### config.mk
export PLATFORM = sky130hd
export DESIGN_NAME = pmp_check_sequencer
export DESIGN_NICKNAME = d
export VERILOG_FILES = /design/src/rtl/pmp_pkg.sv /design/src/rtl/pmp_entry_match.sv /design/src/rtl/pmp_check_sequencer.sv
export SDC_FILE = /design/constraint.sdc
export NUM_CORES = 1
export LEC_CHECK = 0
export ABC_CLOCK_PERIOD_IN_PS = 12860
export BUFFER_PORTS_ARGS = -buffer_cell sky130_fd_sc_hd__buf_2
export CORE_AREA = 2 2 268 270
export DETAILED_ROUTE_END_ITERATION = 10
export DIE_AREA = 0 0 270 272
export PLACE_DENSITY = 0.34
export SYNTH_ARGS = -nofsm -noshare
export SYNTH_HDL_FRONTEND = slang
export SYNTH_SLANG_ARGS = --single-unit
### constraint.sdc
create_clock -name clk -period 12.86 [get_ports clk]
set_clock_uncertainty 0.2 [all_clocks]
set_input_delay 0.643 -clock clk [delete_from_list [all_inputs] [get_ports clk]]
set_output_delay 0.643 -clock clk [all_outputs]
set_load 0.05 [all_outputs]
### src/rtl/pmp_pkg.sv
// Shared types for the PMP check sequencer.
//   pmp_mode_e    : address-matching mode field A of pmpcfg
//   pmp_cfg_t     : one pmpcfg byte {L, rsvd, A, X, W, R}
//   access_type_e : request kind (read / write / execute / reserved)
//   seq_state_e   : sequencer FSM states
//   access_last() : last byte address touched by an access, 34-bit, no wrap
package pmp_pkg;

  localparam int PMP_ADDR_W = 34;

  typedef enum logic [1:0] {OFF = 2'b00, TOR = 2'b01, NA4 = 2'b10, NAPOT = 2'b11} pmp_mode_e;

  typedef struct packed {
    logic      l;
    logic [1:0] rsvd;
    pmp_mode_e a;
    logic      x;
    logic      w;
    logic      r;
  } pmp_cfg_t;

  typedef enum logic [1:0] {ACC_READ = 2'b00, ACC_WRITE = 2'b01, ACC_EXEC = 2'b10,
                            ACC_RSVD = 2'b11} access_type_e;

  typedef enum logic [1:0] {IDLE = 2'b00, SCAN = 2'b01, RESP = 2'b10} seq_state_e;

  // Size 11 is reserved and treated as a word access.
  function automatic logic [PMP_ADDR_W-1:0] access_last(input logic [31:0] addr,
                                                        input logic [1:0]  size);
    logic [PMP_ADDR_W-1:0] span;
    case (size)
      2'b00:   span = 34'd0;
      2'b01:   span = 34'd1;
      default: span = 34'd3;
    endcase
    return {2'b00, addr} + span;
  endfunction

endpackage

### src/rtl/pmp_entry_match.sv
// Combinational range check of one access against one PMP entry.
// Optional feature macro: PMP_TOR_EN (enables TOR matching; otherwise TOR acts as OFF).
// Ports:
//   cfg           in  8   pmpcfg byte of the entry
//   pmpaddr       in  32  pmpaddr of the entry (address bits [33:2])
//   prev_pmpaddr  in  32  pmpaddr of the previous entry (0 for entry 0), TOR lower bound
//   addr          in  32  access byte address
//   size          in  2   access size code
//   full_match    out 1   whole access lies inside the region
//   partial_match out 1   access overlaps the region but is not fully inside it
module pmp_entry_match
  import pmp_pkg::*;
(
  input  logic [7:0]  cfg,
  input  logic [31:0] pmpaddr,
  input  logic [31:0] prev_pmpaddr,
  input  logic [31:0] addr,
  input  logic [1:0]  size,
  output logic        full_match,
  output logic        partial_match
);

  pmp_cfg_t              c;
  logic [PMP_ADDR_W-1:0] lo;
  logic [PMP_ADDR_W-1:0] hi;
  logic [PMP_ADDR_W-1:0] base;
  logic [PMP_ADDR_W-1:0] top;
  logic [32:0]           napot_mask;
  logic                  region_en;
  logic                  overlap;
  logic                  cfg_unused;

  assign c          = pmp_cfg_t'(cfg);
  assign cfg_unused = ^{c.l, c.rsvd, c.x, c.w, c.r};

`ifndef PMP_TOR_EN
  logic prev_unused;
  assign prev_unused = ^prev_pmpaddr;
`endif

  // Region bounds are inclusive [base, top] in 34-bit byte addresses.
  always_comb begin
    lo         = {2'b00, addr};
    hi         = access_last(addr, size);
    // x ^ (x+1) sets the trailing ones plus the first zero: the NAPOT word mask.
    // All-ones pmpaddr yields a 33-bit mask that covers the whole 34-bit space.
    napot_mask = {1'b0, pmpaddr} ^ ({1'b0, pmpaddr} + 33'd1);
    base       = '0;
    top        = '0;
    region_en  = 1'b0;
    case (c.a)
      NA4: begin
        base      = {pmpaddr, 2'b00};
        top       = {pmpaddr, 2'b11};
        region_en = 1'b1;
      end
      NAPOT: begin
        base      = {pmpaddr & ~napot_mask[31:0], 2'b00};
        top       = {pmpaddr | napot_mask[31:0], 2'b11};
        region_en = 1'b1;
      end
`ifdef PMP_TOR_EN
      TOR: begin
        base      = {prev_pmpaddr, 2'b00};
        top       = {pmpaddr, 2'b00} - 34'd1;
        region_en = (prev_pmpaddr < pmpaddr);
      end
`endif
      default: ;
    endcase
  end

  assign full_match    = region_en && (lo >= base) && (hi <= top);
  assign overlap       = region_en && (lo <= top) && (hi >= base);
  assign partial_match = overlap && !full_match;

endmodule

### src/rtl/pmp_check_sequencer.sv
// Iterative PMP access checker: scans one entry per clock through a single
// shared pmp_entry_match instance, lowest index wins, and returns allow/deny
// plus the deciding entry.
// Optional feature macro: PMP_TOR_EN (TOR matching and previous-entry address mux).
// Ports:
//   clk, rst_n                 clock, synchronous active-low reset
//   req_valid/req_ready        request handshake (ready only when idle)
//   req_addr/size/type/priv_m  access attributes, latched on accept
//   pmpcfg, pmpaddr            flattened CSR entries, must be stable while cfg_busy
//   cfg_busy                   scan or response pending
//   resp_valid/resp_ready      response handshake
//   resp_allow/hit/idx         decision, match flag, deciding entry (0 if no hit)
module pmp_check_sequencer
  import pmp_pkg::*;
#(
  parameter int NUM_ENTRIES = 16,
  parameter int IDX_W       = (NUM_ENTRIES > 1) ? $clog2(NUM_ENTRIES) : 1
) (
  input  logic                     clk,
  input  logic                     rst_n,
  input  logic                     req_valid,
  output logic                     req_ready,
  input  logic [31:0]              req_addr,
  input  logic [1:0]               req_size,
  input  logic [1:0]               req_type,
  input  logic                     req_priv_m,
  input  logic [8*NUM_ENTRIES-1:0]  pmpcfg,
  input  logic [32*NUM_ENTRIES-1:0] pmpaddr,
  output logic                     cfg_busy,
  output logic                     resp_valid,
  input  logic                     resp_ready,
  output logic                     resp_allow,
  output logic                     resp_hit,
  output logic [IDX_W-1:0]         resp_idx
);

  seq_state_e       state, state_n;
  logic [IDX_W-1:0] idx, idx_n;
  logic             load_resp;
  logic             accept;
  logic             last;

  logic [31:0]      a_addr;
  logic [1:0]       a_size;
  logic [1:0]       a_type;
  logic             a_priv;

  pmp_cfg_t         cur_cfg;
  logic [31:0]      cur_addr;
  logic [31:0]      prev_addr;
  logic             full_match;
  logic             partial_match;
  logic             decided;
  logic             cfg_unused;

  function automatic logic decide(input logic hit, input logic partial, input pmp_cfg_t c,
                                  input access_type_e t, input logic priv_m);
    if (t == ACC_RSVD) return 1'b0;
    if (!hit)          return priv_m;
    if (partial)       return 1'b0;
    if (!c.l && priv_m) return 1'b1;
    case (t)
      ACC_READ:  return c.r;
      ACC_WRITE: return c.w;
      default:   return c.x;
    endcase
  endfunction

  assign req_ready  = (state == IDLE);
  assign resp_valid = (state == RESP);
  assign cfg_busy   = (state != IDLE);
  assign accept     = req_valid && req_ready;
  assign last       = (idx == IDX_W'(NUM_ENTRIES - 1));

  // Entry select mux feeding the shared match datapath.
  assign cur_cfg    = pmp_cfg_t'(pmpcfg[8*idx +: 8]);
  assign cur_addr   = pmpaddr[32*idx +: 32];
  assign cfg_unused = ^cur_cfg.rsvd;

`ifdef PMP_TOR_EN
  logic [IDX_W-1:0] prev_idx;
  assign prev_idx  = idx - 1'b1;
  assign prev_addr = (idx == '0) ? 32'd0 : pmpaddr[32*prev_idx +: 32];
`else
  assign prev_addr = 32'd0;
`endif

  pmp_entry_match u_match (
    .cfg          (cur_cfg),
    .pmpaddr      (cur_addr),
    .prev_pmpaddr (prev_addr),
    .addr         (a_addr),
    .size         (a_size),
    .full_match   (full_match),
    .partial_match(partial_match)
  );

  assign decided = full_match || partial_match;

  always_comb begin
    state_n   = state;
    idx_n     = idx;
    load_resp = 1'b0;
    case (state)
      IDLE: begin
        if (accept) begin
          state_n = SCAN;
          idx_n   = '0;
        end
      end
      SCAN: begin
        if (decided || last) begin
          state_n   = RESP;
          load_resp = 1'b1;
        end else begin
          idx_n = idx + 1'b1;
        end
      end
      RESP: begin
        if (resp_ready) state_n = IDLE;
      end
      default: state_n = IDLE;
    endcase
  end

  always_ff @(posedge clk) begin
    if (!rst_n) begin
      state      <= IDLE;
      idx        <= '0;
      resp_allow <= 1'b0;
      resp_hit   <= 1'b0;
      resp_idx   <= '0;
    end else begin
      state <= state_n;
      idx   <= idx_n;
      if (load_resp) begin
        resp_allow <= decide(decided, partial_match, cur_cfg, access_type_e'(a_type), a_priv);
        resp_hit   <= decided;
        resp_idx   <= decided ? idx : '0;
      end
    end
  end

  // Request attributes are pure data; captured only on accept.
  always_ff @(posedge clk) begin
    if (accept) begin
      a_addr <= req_addr;
      a_size <= req_size;
      a_type <= req_type;
      a_priv <= req_priv_m;
    end
  end

endmodule

==> results of run 1 <==
-- final cells by class --
type / count / area [um2]
Clock inverter: 2 / 17.5
Sequential cell: 49 / 1360
Antenna cell: 10 / 25.0
Inverter: 28 / 105
Timing Repair Buffer: 672 / 3410
Multi-Input combinational cell: 879 / 9120
Clock buffer: 6 / 139
Fill cell: 7877 / 55400
Tap cell: 950 / 1190
-- Yosys cell counts, types with 26 or more instances --
cell / n
sky130_fd_sc_hd__a21o_1: 28
sky130_fd_sc_hd__a21oi_1: 56
sky130_fd_sc_hd__edfxtp_1: 37
sky130_fd_sc_hd__ha_1: 129
sky130_fd_sc_hd__inv_1: 26
sky130_fd_sc_hd__mux4_1: 52
sky130_fd_sc_hd__mux4_2: 105
sky130_fd_sc_hd__nand2_1: 79
sky130_fd_sc_hd__nand3_1: 34
sky130_fd_sc_hd__nand4_1: 34
sky130_fd_sc_hd__nor2_1: 53
sky130_fd_sc_hd__o21ai_0: 42
-- critical path: stages (launching register included) --
cell                       delay, ns
sky130_fd_sc_hd__dfxtp_4        0.81
sky130_fd_sc_hd__buf_4          0.69
sky130_fd_sc_hd__mux4_1         0.40
sky130_fd_sc_hd__a22oi_1        0.11
sky130_fd_sc_hd__nand2_1        0.23
sky130_fd_sc_hd__nand4b_1       0.37
sky130_fd_sc_hd__or2_2          0.44
sky130_fd_sc_hd__nor2_1         0.37
sky130_fd_sc_hd__nand3_1        0.37
sky130_fd_sc_hd__or3_1          0.56
sky130_fd_sc_hd__o311ai_0       0.83
sky130_fd_sc_hd__ha_1           0.25
sky130_fd_sc_hd__nand3_1        0.14
sky130_fd_sc_hd__nor2_1         0.13
sky130_fd_sc_hd__nand2_1        0.14
sky130_fd_sc_hd__nor3_1         0.47
sky130_fd_sc_hd__a211oi_1       0.14
sky130_fd_sc_hd__o21ai_0        0.40
sky130_fd_sc_hd__nand3b_4       0.17
sky130_fd_sc_hd__and2_4         0.19
sky130_fd_sc_hd__nand2b_4       0.16
sky130_fd_sc_hd__o32ai_1        0.25
-- sequential cells by signal (all words and copies together), names as in the netlist --
| register | cells |
|---|---|
| a_addr | 32 |
| idx | 4 |
| resp_idx | 4 |
| a_size | 2 |
| a_type | 2 |
| state | 2 |
| a_priv | 1 |
| resp_allow | 1 |
| resp_hit | 1 |
-- metrics by stage --
| stage | cell area, um2 | setup slack [ns] | instances |
|---|---|---|---|
| after global placement | 15200 | 4.84 | 2578 |
| after global routing | 15400 | 4.29 | 2592 |
| after CTS | 15300 | 4.79 | 2586 |
| final | 15400 | 4.85 | 2596 |
| after floorplan | 11100 | 7.53 | 1016 |
| after detailed placement | 15200 | 4.82 | 2578 |
-- final timing paths --
path	startpoint	end	depth (start not counted)
setup / recovery	idx[0]	resp_idx[0]	21
hold / removal	resp_hit	resp_hit	2
setup reg to reg	idx[0]	resp_idx[0]	21
hold reg to reg	resp_hit	resp_hit	2
-- per-layer routing --
metal  GRT usage  wire, um  vias to the layer above
met1       0.258     33200                     6154
met2       0.343     37600                      445
li1            -         -                     5463
met5           0        75                        -
met3      0.0227      2840                       97
met4      0.0738      2700                       12
-- power groups by stage --
| stage | registers (W) | clock network, W | logic, W |
|---|---|---|---|
| after floorplan | 0.000197 | 0 | 0.000372 |
| after global placement | 0.000213 | 0 | 0.000600 |
| after detailed placement | 0.000212 | 0 | 0.000603 |
| after CTS | 0.000210 | 0.000153 | 0.000607 |
| after global routing | 0.000212 | 0.000157 | 0.000665 |
| final | 0.000209 | 0.000145 | 0.000601 |
-- cells by family after synthesis --
| kind of cell | count (synthesis) |
|---|---|
| buf+inv | 88 |
| mux | 186 |
| xor+xnor | 31 |
| simple gates | 305 |
| compound gates | 227 |
| flops | 49 |
| fa+ha+maj | 130 |
==> results.md, run 1 <==
Logic synthesis:
- The post-synthesis compound-gate area fraction is 0.138.
- After synthesis the cells add up to 11100 um2.
- Counting flops with an async set or reset pin after synthesis yields a share of 0.
- sky130_fd_sc_hd__mux4_2 takes more of the synthesized area than any other cell.
- Counting flops with a built-in enable in the synthesized netlist gives 37.
- The fraction of post-synthesis cell area in the top cell type by area is 0.212.
- Yosys mapped the design onto 86 distinct sky130hd cell types.
- Yosys printed 0 warnings.
- The share of the Yosys chip area taken by registers is 0.121.
- The number of nets in the synthesized netlist is 1827.
- The adder and majority gate portion of the synthesized area is 0.147.
- Counting flops and latches in the post-synthesis netlist gives 49.
- Yosys attributes the largest share of cell area to sky130_fd_sc_hd__mux4_2 21%, sky130_fd_sc_hd__ha_1 14%, sky130_fd_sc_hd__mux4_1 12%.
- The cell count after synthesis came out at 1016.
- By area, the combinational part of the netlist is dominated by multiplexers.
- The portion of netlist area occupied by mux cells is 0.362.
- The most instantiated flip-flop cell in the synthesis netlist is sky130_fd_sc_hd__edfxtp_1.
- The average cell area after synthesis is 11.0 um2.
- The simple logic cell fraction of the synthesized area is 0.148.
- The XOR/XNOR share of the synthesized area is 0.0244.

Cells and area:
- In the layout the commonest cells are 657 x sky130_fd_sc_hd__buf_2, 129 x sky130_fd_sc_hd__ha_1, 105 x sky130_fd_sc_hd__mux4_2.
- The net total in the final layout is 2446.
- The share of the core filled with cells is 0.217.
- Leaving out fill and tap cells, the most frequent cell in the layout is sky130_fd_sc_hd__buf_2.
- The layout-stage area growth over the synthesis result is 37.9%.
- The share of post-route cells with drive strength above 1 is 0.501.

Die:
- The floorplan step defined a core boundary enclosing 70800 um2.
- The vertical extent of the die is 272 um.
- The die is 270 um wide.
- The number of placement rows is 98.
- 690 I/O pins were placed.
- The die covers 73400 um2.
- The starting utilization of the core area is 0.158.

Power:
- The total internal power is 0.000547 W.
- Of the total power, the share spent switching nets is 0.427.
- The combinational power share is 0.630.
- Of the total power, the clock network draws 0.152.
- The share of total power dissipated in sequential elements is 0.219.
- The static leakage power is 6.69 nW.
- VDD sags by at most 60.3 uV.
- The power density over the cells is 62.0 nW/um2.
- The net switching power figure is 0.000407 W.
- Power comes to 0.000954 W.

Global routing:
- The maximum number of pins on one net before global-route repair is 106.
- The total global-route track usage is 0.200.
- The first global-routing pass estimated 103 mm of wire.
- The number of antenna violations at the first check in global routing is 45.
- The via count of the first global-routing pass is 12900.
- The remaining global-route overflow is 0.

Worst setup path:
- Data on the critical path is required at its endpoint by 12.87 ns.
- The kind of start point of the critical path is a flop.
- The start-to-end type of the worst setup path is flop to flop.
- STA puts the critical path data arrival time at 8.02 ns.
- The worst setup path is captured at a flop.
- The setup slack of the worst register-to-register path is 4.85 ns.
- Of all nets on the critical path, the largest fanout is 41.

Drt:
- The total via count in the routed design is 12200.
- The first detailed-routing pass took 4 iterations.
- The first routing iteration left 650 violations.
- The routed wire length is 76.4 mm.
- In the routed layout, each cell is associated on average with a via count of 4.69.
- Dividing the detail-routed wire length by the instance count gives 29.4 um.
- The detail route stage leaves a number of antenna-violating nets equal to 0.
- The DRC violations left is 0.

STA:
- The worst path needs 8.01 ns of the cycle, external delays included.
- The number of hold-slack violations in the final timing report is 0.
- Adding up every negative setup slack in the final design gives 0 ns.
- The max-slew violation count is 0.
- Setup violations remaining at the end of the flow were counted as 0.
- Dividing the final minimum period by the clock period gives 0.623.
- The slew at the pin with the worst max-slew slack is 0.979 ns.
- Derived from the worst setup path, the maximum achievable clock frequency is 125 MHz.
- The worst relative slew slack is 0.346.
- Final hold analysis gives a worst-case slack of 0.256 ns.
- Setup repair after global routing left no endpoint under its margin.

Run status:
- The flow ran to the end, and the final reports show no timing, DRC or antenna violations.

Place:
- The final HPWL from detailed placement is 67.6 mm.
- The count of buffers from port buffering is 657.
- The congestion estimate from routability-driven global placement came to 0.943.

CTS:
- The number of clock sinks is 49.
- The maximum buffer depth of the clock tree is 2.
- The clock latency on the worst-skew pair is 0.31 ns.
- Clock tree synthesis inserted a total of 5 buffers.
- TritonCTS built the clock tree.
- The total number of H-tree levels is 2.
- Once the clock tree was built, the resizer swapped 0 gates to a different size.
- After clock tree synthesis, the clock-pin slew on the worst setup and hold paths is 0.08 ns.
- The number of hold buffers added after CTS was 0.
- CTS placed an instance of sky130_fd_sc_hd__clkbuf_16 at the clock tree root.
- The buffer count from post-CTS setup fixing is 0.

Job:
- Across the run, the number of max-cap violations was 0.

Worst hold path:
- The min-delay analysis places its worst path in the category flop to flop.
No activity file was read; power rests on OpenSTA's default activity.
==> run 2: changes to the inputs <==
--- a/config.mk
+++ b/config.mk
@@ -5,12 +5,12 @@
 export SDC_FILE = /design/constraint.sdc
 export NUM_CORES = 1
 export LEC_CHECK = 0
-export ABC_CLOCK_PERIOD_IN_PS = 12860
+export ABC_CLOCK_PERIOD_IN_PS = 7850
 export BUFFER_PORTS_ARGS = -buffer_cell sky130_fd_sc_hd__buf_2
-export CORE_AREA = 2 2 268 270
+export CORE_AREA = 2 2 271 273
 export DETAILED_ROUTE_END_ITERATION = 10
-export DIE_AREA = 0 0 270 272
-export PLACE_DENSITY = 0.34
+export DIE_AREA = 0 0 273 275
+export PLACE_DENSITY = 0.33
 export SYNTH_ARGS = -nofsm -noshare
 export SYNTH_HDL_FRONTEND = slang
 export SYNTH_SLANG_ARGS = --single-unit
==> constraint.sdc (replaced) <==
create_clock -name clk -period 7.85 [get_ports clk]
set_clock_uncertainty 0.2 [all_clocks]
set_input_delay 0.3925 -clock clk [delete_from_list [all_inputs] [get_ports clk]]
set_output_delay 0.3925 -clock clk [all_outputs]
set_load 0.05 [all_outputs]
==> run 2 against run 1 <==
Effect of this change:
- first-iteration DRC count increased by 30%
- routed wire length down 0.88%
- worst setup slack worse by 3.6 ns
- register-to-register slack got worse by 3.6 ns
- combinational power grew 68%
- critical path depth increased by 2
- via count up 1.3%
- critical path type unchanged
- largest cell class unchanged
- highest routed layer unchanged
==> results.md, run 2 (synthesis results as in run 1) <==
Run status:
- The flow ran to the end, and the final reports show no timing, DRC or antenna violations.

Power:
- The clock network fraction of design power is 0.152 (about the same).
- The sequential share of power is 0.213 (-0.006).
- The worst voltage drop across the vdd grid is 73.1 uV (+21%).
- The net switching fraction of the power was 0.428 (+0.00136).
- The total internal power is 0.000907 W (+66%).
- The combinational power share came to 0.635 (+0.005).
- The power density over the cells was 102 nW/um2 (+64%).
- The net switching power figure was 0.000679 W (+67%).
- The static leakage power is 6.79 nW (+1.6%).

Cells and area:
- The largest registers in the layout are a_addr: 32 flops, idx: 4 flops, resp_idx: 4 flops.
- The register with the most flip-flops in the final layout is a_addr.
- The share of post-route cells with drive strength above 1 is 0.507 (+0.00573).
- The most frequent standard cell in the layout excluding fill and tap cells is sky130_fd_sc_hd__buf_2.
- The net total in the final layout is 2465 (+0.78%).
- The layout-stage area growth over the synthesis result is 39.7%.
- In the layout the commonest cells are 657 x sky130_fd_sc_hd__buf_2, 129 x sky130_fd_sc_hd__ha_1, 105 x sky130_fd_sc_hd__mux4_2.
- The number of flip-flops under the largest register name is 32 (unchanged).

STA:
- The number of failing setup endpoints in the final timing report is 0 (unchanged).
- The number of hold-slack violations in the final timing report is 0 (unchanged).
- The highest attainable clock frequency came to 151 MHz (+21%).
- The sum of negative setup slack is 0 ns (unchanged).
- The worst relative slew slack is 0.469 (+0.123).
- Setup repair after global routing left no endpoint under its margin.
- The share of the cycle needed by the critical path after routing is 0.845 (+0.222).
- The final hold slack is 0.0466 ns (-0.210 ns).
- The max-slew violation count is 0 (unchanged).
- The clock period minus final worst setup slack is 6.63 ns (-1.38 ns).
- The slew at the pin with the worst max-slew slack is 0.793 ns (-0.186 ns).

Drt:
- The post-detailed-route wirelength per cell was 28.9 um (-2.0%).
- The first-pass iteration count of the detailed router is 5 (+1).
- The total via count in the routed design came to 12300 (+1.3%).
- The DRC violations left is 0 (unchanged).
- The routed wire length is 75.8 mm (-0.88%).
- The post-route antenna net violation count is 0 (unchanged).
- The via density per instance is 4.70 (+0.21%).
- The initial DRC count is 846 (+30%).

CTS:
- The number of clock sinks is 49 (unchanged).
- The number of buffers created by CTS came to 5 (unchanged).
- The post-cts hold buffer count is 0 (unchanged).
- The clock latency on the worst-skew pair came to 0.31 ns (about the same).
- The buffer count from post-CTS setup fixing was 0 (unchanged).
- The maximum buffer depth of the clock tree is 2 (unchanged).
- The register clock-pin slew on the reported worst setup and hold paths is 0.08 ns (about the same).
- The count of instances resized after the clock tree is built was 0 (unchanged).
- The tree is rooted in a sky130_fd_sc_hd__clkbuf_16.
- TritonCTS built the clock tree.
- The total number of H-tree levels was 2 (unchanged).

Job:
- The count of maximum capacitance violations is 0 (unchanged).

Worst setup path:
- The setup slack of the worst register-to-register path is 1.22 ns (-3.63 ns).
- By startpoint and endpoint, the worst setup path is classified as flop to flop.
- The length in cells of the worst reg-to-reg path is 23 (+9.5%).
- The data arrival time of the worst path is 6.64 ns (-1.38 ns).
- The endpoint kind of the worst setup timing path is a flop.
- The critical path starts at idx[1].
- The capture point of the critical path is idx[3].
- The data required time of the critical path is 7.86 ns (-5.01 ns).
- The launch instance of the worst register-to-register path is idx[1].
- The kind of start point of the critical path is a flop.
- The highest fanout seen on the critical path is 59 (+44%).
- In this run the critical register-to-register path is captured at idx[3].

Place:
- The count of buffers from port buffering came to 657 (unchanged).
- The final RePlAce weighted congestion is 0.942 (-0.19%).
- The final HPWL from detailed placement is 67.9 mm (+0.49%).

Global routing:
- The maximum number of pins on one net before global-route repair came to 60 (-43%).
- The number of antenna violations at the first check in global routing was 46 (+2.2%).
- The via count of the first global-routing pass is 12600 (-2.5%).
- The remaining global-route overflow is 0 (unchanged).
- The total global-route track usage is 0.192 (-0.00744).
- The wire length of the first global-routing pass was 100 mm (-2.3%).

Die:
- The starting utilization of the core area was 0.154 (-0.00346).
- The number of I/O pins is 690 (unchanged).
- The horizontal extent of the die is 273 um (+1.1%).
- The number of placement rows is 99 (+1.0%).
- The floorplan die area came to 75100 um2 (+2.2%).
- The vertical extent of the die is 275 um (+1.1%).
- The total core area is 72300 um2 (+2.2%).

Worst hold path:
- The type of the tightest min-delay check is input port to flop.
-- run 2: cell types whose count changed in the layout (fill, tap and decap cells not counted) --
cell                      delta
sky130_fd_sc_hd__buf_4      +16
sky130_fd_sc_hd__buf_12      +3
sky130_fd_sc_hd__diode_2     +1
-- run 2: power groups by stage --
| stage | combinational, W | clock, W | sequential, W |
|---|---|---|---|
| floorplan | 0.000609 | 0 | 0.000323 |
| global placement | 0.00100 | 0 | 0.000345 |
| detailed placement | 0.00101 | 0 | 0.000343 |
| CTS | 0.00102 | 0.000254 | 0.000339 |
| global route | 0.00111 | 0.000262 | 0.000342 |
| finish | 0.00101 | 0.000241 | 0.000338 |
-- run 2: worst min path at each step --
stage | from | endpoint | cells past startpoint | slack, ns
after floorplan | state[1] | state[0] | 1 | 0.23
after global placement | resp_hit | resp_hit | 2 | 0.25
after detailed placement | resp_hit | resp_hit | 2 | 0.25
after CTS | req_addr[18] | a_addr[18] | 1 | 0.03
after global routing | req_addr[18] | a_addr[18] | 1 | 0.03
final | req_priv_m | a_priv | 1 | 0.05
-- run 2: final cells by class --
cell class / count / area (um2)
repair buffers: 691 / 3590
inverters: 28 / 105
diodes: 11 / 27.5
clock buffers: 6 / 139
clock inverters: 2 / 17.5
multi-input cells: 879 / 9120
flip-flops and latches: 49 / 1360
well taps: 959 / 1200
fillers: 8084 / 56800
-- run 2: metal layers --
layer | global-route usage | wire length, um | vias up
li1 | - | - | 5516
met1 | 0.243 | 31200 | 6189
met2 | 0.334 | 37500 | 517
met3 | 0.0436 | 5220 | 97
met4 | 0.0413 | 1800 | 14
met5 | 0 | 85 | -
-- run 2: worst max-delay path, stage by stage, from the launching register on --
cell and delay (ns):
sky130_fd_sc_hd__dfxtp_4 0.48, sky130_fd_sc_hd__buf_12 0.38, sky130_fd_sc_hd__buf_4 0.43, sky130_fd_sc_hd__mux4_2 0.36
sky130_fd_sc_hd__o22ai_1 0.12, sky130_fd_sc_hd__o22ai_1 0.44, sky130_fd_sc_hd__nand3_2 0.35, sky130_fd_sc_hd__inv_1 0.19
sky130_fd_sc_hd__nand2_1 0.11, sky130_fd_sc_hd__or2_1 0.32, sky130_fd_sc_hd__nor2_1 0.16, sky130_fd_sc_hd__o21ai_0 0.16
sky130_fd_sc_hd__ha_1 0.37, sky130_fd_sc_hd__nand2_1 0.05, sky130_fd_sc_hd__o21ai_0 0.29, sky130_fd_sc_hd__a211oi_1 0.12
sky130_fd_sc_hd__o31ai_1 0.43, sky130_fd_sc_hd__o221ai_1 0.20, sky130_fd_sc_hd__o21ai_0 0.24, sky130_fd_sc_hd__a21bo_1 0.26
sky130_fd_sc_hd__nand3b_4 0.11, sky130_fd_sc_hd__and4_1 0.36, sky130_fd_sc_hd__a211oi_2 0.11, sky130_fd_sc_hd__a31o_1 0.19
-- run 2: per-stage QoR --
stage / worst slack, ns / power [W] / util / cells / area, um2
finish: 1.22 / 0.00159 / 0.215 / 2625 / 15600
global placement: 1.20 / 0.00135 / 0.213 / 2606 / 15400
detailed placement: 1.18 / 0.00135 / 0.213 / 2606 / 15400
floorplan: 2.52 / 0.000932 / - / 1016 / 11100
global route: 0.698 / 0.00171 / 0.215 / 2619 / 15600
CTS: 1.16 / 0.00161 / 0.215 / 2614 / 15500
